### src/rtl/sisc_mem_pkg.sv
`default_nettype none
// ============================================================================
// Module      : sisc_mem_pkg
// Description : Shared types and constants for the SISC memory-port arbiter.
//               Provides the FSM state encoding, the requester ids, the
//               wait-state counter width and default bus widths.
// Ports       : none (package)
// Revision    : 1.0 - initial release
// ============================================================================
package sisc_mem_pkg;

  localparam int DEF_ADDR_W = 16;
  localparam int DEF_DATA_W = 32;
  localparam int CNT_W      = 4;

  typedef enum logic [1:0] {
    ST_IDLE   = 2'd0,
    ST_ACCESS = 2'd1,
    ST_DONE   = 2'd2
  } state_t;

  typedef enum logic {
    PORT_IF = 1'b0,
    PORT_D  = 1'b1
  } port_t;

endpackage

`default_nettype wire

### src/rtl/mem_wait_cnt.sv
`default_nettype none
// ============================================================================
// Module      : mem_wait_cnt
// Description : Loadable 4-bit down-counter with a zero flag, used to time
//               the memory wait states. Load has priority over decrement;
//               the counter saturates at zero.
// Ports       : clk        - system clock
//               rst_f      - asynchronous active-low reset
//               i_load     - load i_load_val this cycle
//               i_load_val - value to load
//               i_dec      - decrement (ignored while zero)
//               o_zero     - counter equals zero
// Revision    : 1.0 - initial release
// ============================================================================
module mem_wait_cnt
  import sisc_mem_pkg::*;
(
  input  logic             clk,
  input  logic             rst_f,
  input  logic             i_load,
  input  logic [CNT_W-1:0] i_load_val,
  input  logic             i_dec,
  output logic             o_zero
);

  logic [CNT_W-1:0] r_cnt;

  always_ff @(posedge clk or negedge rst_f) begin
    if (!rst_f) begin
      r_cnt <= '0;
    end else if (i_load) begin
      r_cnt <= i_load_val;
    end else if (i_dec && (r_cnt != '0)) begin
      r_cnt <= r_cnt - 1'b1;
    end
  end

  assign o_zero = (r_cnt == '0);

endmodule

`default_nettype wire

### src/rtl/mem_port_arbiter.sv
`default_nettype none
// ============================================================================
// Module      : mem_port_arbiter
// Description : Shares the single SISC memory port between the instruction
//               fetch requester and the data (load/store) requester. Each
//               access is held for WAIT_CYC+1 cycles, then a one-cycle ack
//               is returned with registered read data. Ties are broken
//               round-robin against the last served port.
// Ports       : clk, rst_f           - clock, async active-low reset
//               if_req/if_addr/if_ack - fetch request, address, ack pulse
//               d_req/d_we/d_addr/d_wdata/d_ack - data request side
//               rdata                - captured read data
//               mem_addr/mem_wdata/mem_we/mem_rdata - memory array side
//               busy                 - FSM not in IDLE
// Revision    : 1.0 - initial release
// ============================================================================
module mem_port_arbiter
  import sisc_mem_pkg::*;
#(
  parameter int ADDR_W   = DEF_ADDR_W,
  parameter int DATA_W   = DEF_DATA_W,
  parameter int WAIT_CYC = 1
)(
  input  logic              clk,
  input  logic              rst_f,
  input  logic              if_req,
  input  logic [ADDR_W-1:0] if_addr,
  output logic              if_ack,
  input  logic              d_req,
  input  logic              d_we,
  input  logic [ADDR_W-1:0] d_addr,
  input  logic [DATA_W-1:0] d_wdata,
  output logic              d_ack,
  output logic [DATA_W-1:0] rdata,
  output logic [ADDR_W-1:0] mem_addr,
  output logic [DATA_W-1:0] mem_wdata,
  output logic              mem_we,
  input  logic [DATA_W-1:0] mem_rdata,
  output logic              busy
);

  localparam logic [CNT_W-1:0] c_wait_load = CNT_W'(WAIT_CYC);

  state_t            r_state;
  port_t             r_grant;
  port_t             r_last;
  logic [ADDR_W-1:0] r_mem_addr;
  logic [DATA_W-1:0] r_mem_wdata;
  logic              r_mem_we;
  logic [DATA_W-1:0] r_rdata;
  logic              r_if_ack;
  logic              r_d_ack;

  logic              w_any_req;
  logic              w_grant_d;
  logic              w_start;
  logic              w_cnt_zero;

  // Data wins when it is the only requester, or on a tie when fetch was
  // served last.
  assign w_any_req = if_req | d_req;
  assign w_grant_d = d_req & (~if_req | (r_last == PORT_IF));
  assign w_start   = (r_state == ST_IDLE) & w_any_req;

  mem_wait_cnt u_wait_cnt (
    .clk        (clk),
    .rst_f      (rst_f),
    .i_load     (w_start),
    .i_load_val (c_wait_load),
    .i_dec      (r_state == ST_ACCESS),
    .o_zero     (w_cnt_zero)
  );

  always_ff @(posedge clk or negedge rst_f) begin
    if (!rst_f) begin
      r_state     <= ST_IDLE;
      r_grant     <= PORT_IF;
      r_last      <= PORT_D;
      r_mem_addr  <= '0;
      r_mem_wdata <= '0;
      r_mem_we    <= 1'b0;
      r_rdata     <= '0;
      r_if_ack    <= 1'b0;
      r_d_ack     <= 1'b0;
    end else begin
      r_if_ack <= 1'b0;
      r_d_ack  <= 1'b0;
      case (r_state)
        ST_IDLE: begin
          r_mem_we <= 1'b0;
          if (w_any_req) begin
            r_grant    <= w_grant_d ? PORT_D : PORT_IF;
            r_mem_addr <= w_grant_d ? d_addr : if_addr;
            r_mem_we   <= w_grant_d & d_we;
            // A fetch carries no write data; the bus keeps its last value.
            if (w_grant_d) begin
              r_mem_wdata <= d_wdata;
            end
            r_state <= ST_ACCESS;
          end
        end
        ST_ACCESS: begin
          if (w_cnt_zero) begin
            // Captured for stores too so rdata always reflects the port.
            r_rdata  <= mem_rdata;
            r_mem_we <= 1'b0;
            r_last   <= r_grant;
            r_if_ack <= (r_grant == PORT_IF);
            r_d_ack  <= (r_grant == PORT_D);
            r_state  <= ST_DONE;
          end
        end
        ST_DONE: begin
          r_state <= ST_IDLE;
        end
        default: begin
          r_mem_we <= 1'b0;
          r_state  <= ST_IDLE;
        end
      endcase
    end
  end

  assign if_ack    = r_if_ack;
  assign d_ack     = r_d_ack;
  assign rdata     = r_rdata;
  assign mem_addr  = r_mem_addr;
  assign mem_wdata = r_mem_wdata;
  assign mem_we    = r_mem_we;
  assign busy      = (r_state != ST_IDLE);

endmodule

`default_nettype wire

### config.mk
export PLATFORM = sky130hd
export DESIGN_NAME = mem_port_arbiter
export DESIGN_NICKNAME = d
export VERILOG_FILES = /design/src/rtl/sisc_mem_pkg.sv /design/src/rtl/mem_wait_cnt.sv /design/src/rtl/mem_port_arbiter.sv
export SDC_FILE = /design/constraint.sdc
export NUM_CORES = 1
export LEC_CHECK = 0
export ABC_CLOCK_PERIOD_IN_PS = 5500
export CAP_MARGIN = 0
export CORE_MARGIN = 2
export CORE_UTILIZATION = 36
export CTS_CLUSTER_SIZE = 10
export DETAILED_ROUTE_END_ITERATION = 10
export GPL_TIMING_DRIVEN = 0
export PLACE_DENSITY = 0.79
export SLEW_MARGIN = 20
export SYNTH_ARGS = -nofsm -noshare
export SYNTH_HDL_FRONTEND = slang
export SYNTH_HIERARCHICAL = 1
export SYNTH_SLANG_ARGS = --single-unit
### constraint.sdc
create_clock -name clk -period 5.5 [get_ports clk]
set_input_delay 1.1 -clock clk [delete_from_list [all_inputs] [get_ports clk]]
set_output_delay 1.1 -clock clk [all_outputs]
set_load 0.005 [all_outputs]
==> results.md, run 1 <==
* Async set-reset flop share out of synthesis at 1.00
* Xor and xnor area share after synthesis at 0
* Post-synthesis adder-cell area fraction at 0.00330
* CTS tree: built
* Max Root-Sink Buffers at 2
* Unrepaired setup endpoints after global routing: no
* Final Cell Area at 6070 um^2
* Post-CTS setup buffers at 0
* Worst Hold End: if_ack$_DFF_PN0_
* ANT nets after route at 0
* Root buf cell: clkbuf_8
* Final period utilization at 0.476
* RR Startpoint: u_wait_cnt/r_cnt[0]$_DFFE_PN0P_
* Status: finished clean
* Yosys top cell area share at 0.594
* CTS H-tree depth at 3
* Min Hold Slack at 464 ps
* Top post-synthesis cells by area: dfrtp_1 59%, mux2_2 23%, mux2_4 6.7%
* Simple-Gate Fraction of Synth Area at 0.0337
* Top_reg_cell synth: dfrtp_1
* Seq/Total Area, Yosys at 0.601
* Max-cap violation count at 0
* Final setup viols at 0
* Area Growth Syn to Fin at 60.0%
* Crit-path max cell delay at 530 ps
* Layout fillers at between 800 and 900
* Worst-Margin Slew at 689 ps
* Initial antenna violation count at 0
* Net count, final at 539
* Max rail drop VDD at 0.231 mV
* Total GRT Usage at 0.153
* Layer with the highest usage: met2
* Commonest cells post-synth: 90 x dfrtp_1, 76 x mux2_2, 17 x mux2_4
* Startpoint types: primary input
* Yosys reg bits at 91
* Starting Density at 0.369
* Cts hold-fix bufs at 0
* 1st-iter DRT viols at 107
* Count leader, synth: dfrtp_1
* Mapped Area at 3790 um^2
* CP Capture Type: register
* Height of the die at between 100 and 150 um
* # resized after CTS at 0
* Hold crit path type: reg2reg
* R2r worst-path depth at 6
* Slew HR at 0.540
* Post-synthesis mux area share at 0.302
* Critical Path RT at 5770 ps
* Rows at 37
* Cells along the critical path: clkdlybuf4s50_1 > o21bai_1 > buf_4 > buf_6 > inv_1 > buf_6 > or4_1 > o211ai_2
* Fmax at 0.382 GHz
* Synth Area in Compound Gates at 0.0277
* Die ar. at 11400 um^2
* 1st-pass router iterations at 4
* Clk_skew at 9.26 ps
* FF-to-FF setup slack at approximately 3300 ps
* DRC Markers at 0
* Met1 Use GR at 0.182
* Cell mode on critical path: buf_6
* First-pass GRT wire length at 13.9 mm
* Depth of the worst hold-timing path at 1
* Vias in the first global route at 2932
* Pwr/cell area at 530 nW/um^2
* Distinct cells, synth at 35
* Fin. Hold Viols at 0
* Area occupied by registers at 2280 um^2
* Met3 global-route usage at 0.0541
* Clock sinks at 91
* Avg Cell Area, Syn at 15.9 um^2
* Max Slew Vio Count at 0
* Placer congestion estimate at 0.698
* Worst Path Max Fanout at 10
* Met2 usage at 0.268
* Largest family of logic cells by synthesized area: multiplexers
* Core area at 10300 um^2
* CP arrival at 2890 ps
* Layout cells sized above 1 at 0.287
* Dpl cell area at 5830 um^2
* Port Buffers at 184
* Die Width at roughly 110 um
* Grt ovf at 0
* Largest net degree at the start of global routing at 55
* Yosys warning total at 6
* Wire length per cell at 15.0 um
* Crit Path Category: in2reg
* Clk slew on worst S/H paths at 90 ps
* Routed wire length at 8.67 mm
* Syn Inst Count at 239
* DR vias/cell at about 4.6
* Top-level port count at 185
* CTS buffer count at 9
* Static Leak at 2.60 nW
* Final Util at 0.591
* Worst-Skew Late Latency at between 300 and 400 ps
* Post-synth top area cell: dfrtp_1
* DPL Wire Length at 6.62 mm
* Minimum clock period at around 2600 ps
* Via count at 2668
* Worst hold path startpoint: r_grant$_DFFE_PN0P_
* Multi-input logic area at between 1000 and 1500 um^2
* RR Endpoint: rdata[27]$_DFFE_PN0P_
* Post-synth EDFFs at 0
* Setup TNS at 0 ps
* Crit-path slowest cell: or4_1
* Diode count at 0
registers in the layout, summed over array words and instances, names as in the netlist:
| signal | flops |
|---|---|
| mem_wdata | 32 |
| rdata | 32 |
| mem_addr | 16 |
| u_wait_cnt/r_cnt | 4 |
| r_state | 2 |
| d_ack | 1 |
| if_ack | 1 |
| mem_we | 1 |
| r_grant | 1 |
| r_last | 1 |
worst max-delay path, delay by kind of cell:
family,cells,cell delay (ps)
buffers and inverters,5,1030
AOI/OAI and AO/OA,2,230
and+or+nand+nor,1,530
metal layers:
metal  up-vias  wire length (um)
met1      1316              3550
met3         5               733
met4         0                48
met5         -                 0
li1       1231                 -
met2       116              4340
worst max-delay path by stage:
stage                            from                               to  cells past startpoint
2_1_floorplan                   d_req  u_wait_cnt/r_cnt[1]$_DFFE_PN0P_                      7
3_3_place_gp                    rst_f             rdata[8]$_DFFE_PN0P_                      1
3_5_place_dp                    d_req  u_wait_cnt/r_cnt[1]$_DFFE_PN0P_                      8
4_1_cts        r_state[1]$_DFFE_PN0P_                             busy                      2
5_1_grt                         d_req  u_wait_cnt/r_cnt[1]$_DFFE_PN0P_                      8
6_report                        d_req  u_wait_cnt/r_cnt[1]$_DFFE_PN0P_                      8
where the power goes:
group          leakage (nW)  internal [mW]  total [mW]  switching, mW
clock network         0.121          0.304       0.537          0.233
logic                  1.40           1.03        1.49          0.460
registers              1.07           1.01        1.19          0.178
area by class of cell:
cell class              count  share of cell area
plain buffers              11              0.0155
clock inverters             6              0.0186
inverters                   6             0.00371
flip-flops and latches     91               0.375
well taps                 136              0.0280
repair buffers            185               0.306
multi-input cells         133               0.231
clock buffers              10              0.0210
cells by family (layout without fill, tap and decap cells):
| kind of cell | after synthesis | count (layout) |
|---|---|---|
| mux | 96 | 96 |
| flops | 91 | 91 |
| simple gates | 18 | 18 |
| buf+inv | 17 | 218 |
| compound gates | 14 | 14 |
| other cells | 2 | 4 |
| fa+ha+maj | 1 | 1 |
cell usage in the layout, fill, tap and decap left out, types with 3 or more instances in the layout:
cell             count
clkbuf_8             9
bufinv_16            3
mux2_1               3
inv_1                6
buf_2                3
nand2_1              4
buf_4                5
o21ai_0              4
conb_1               4
buf_6                3
dfrtp_1             90
mux2_4              17
clkdlybuf4s50_1    183
mux2_2              76
metrics by stage:
step | power [mW] | setup WS [ps] | instances
3_3_place_gp | 2.66 | 70.3 | 561
3_5_place_dp | 2.71 | 2510 | 562
2_1_floorplan | 1.85 | 3090 | 241
6_report | 3.22 | 2880 | 578
4_1_cts | 3.27 | 2860 | 578
5_1_grt | 3.42 | 2810 | 578
No activity file was read; power rests on OpenSTA's default activity.
==> run 2, diff against run 1 <==
--- a/config.mk
+++ b/config.mk
@@ -5,7 +5,7 @@
 export SDC_FILE = /design/constraint.sdc
 export NUM_CORES = 1
 export LEC_CHECK = 0
-export ABC_CLOCK_PERIOD_IN_PS = 5500
+export ABC_CLOCK_PERIOD_IN_PS = 2650
 export CAP_MARGIN = 0
 export CORE_MARGIN = 2
 export CORE_UTILIZATION = 36
==> constraint.sdc (replaced) <==
create_clock -name clk -period 2.65 [get_ports clk]
set_input_delay 0.53 -clock clk [delete_from_list [all_inputs] [get_ports clk]]
set_output_delay 0.53 -clock clk [all_outputs]
set_load 0.005 [all_outputs]
==> results of run 2 <==
The final DEF is identical to that of run 1. Status: finished clean.
Main changes from that run: setup slack after placement 2510 ps -> 227 ps; setup slack after layout 2880 ps -> 474 ps; hold slack 464 ps -> 215 ps; start point of the critical path d_req -> u_wait_cnt/r_cnt[0]$_DFFE_PN0P_; end point of the critical path u_wait_cnt/r_cnt[1]$_DFFE_PN0P_ -> rdata[27]$_DFFE_PN0P_; register-to-register setup slack 3320 ps -> 470 ps; total power 3.22 mW -> 6.68 mW; worst IR drop on VDD 0.231 mV -> 0.479 mV
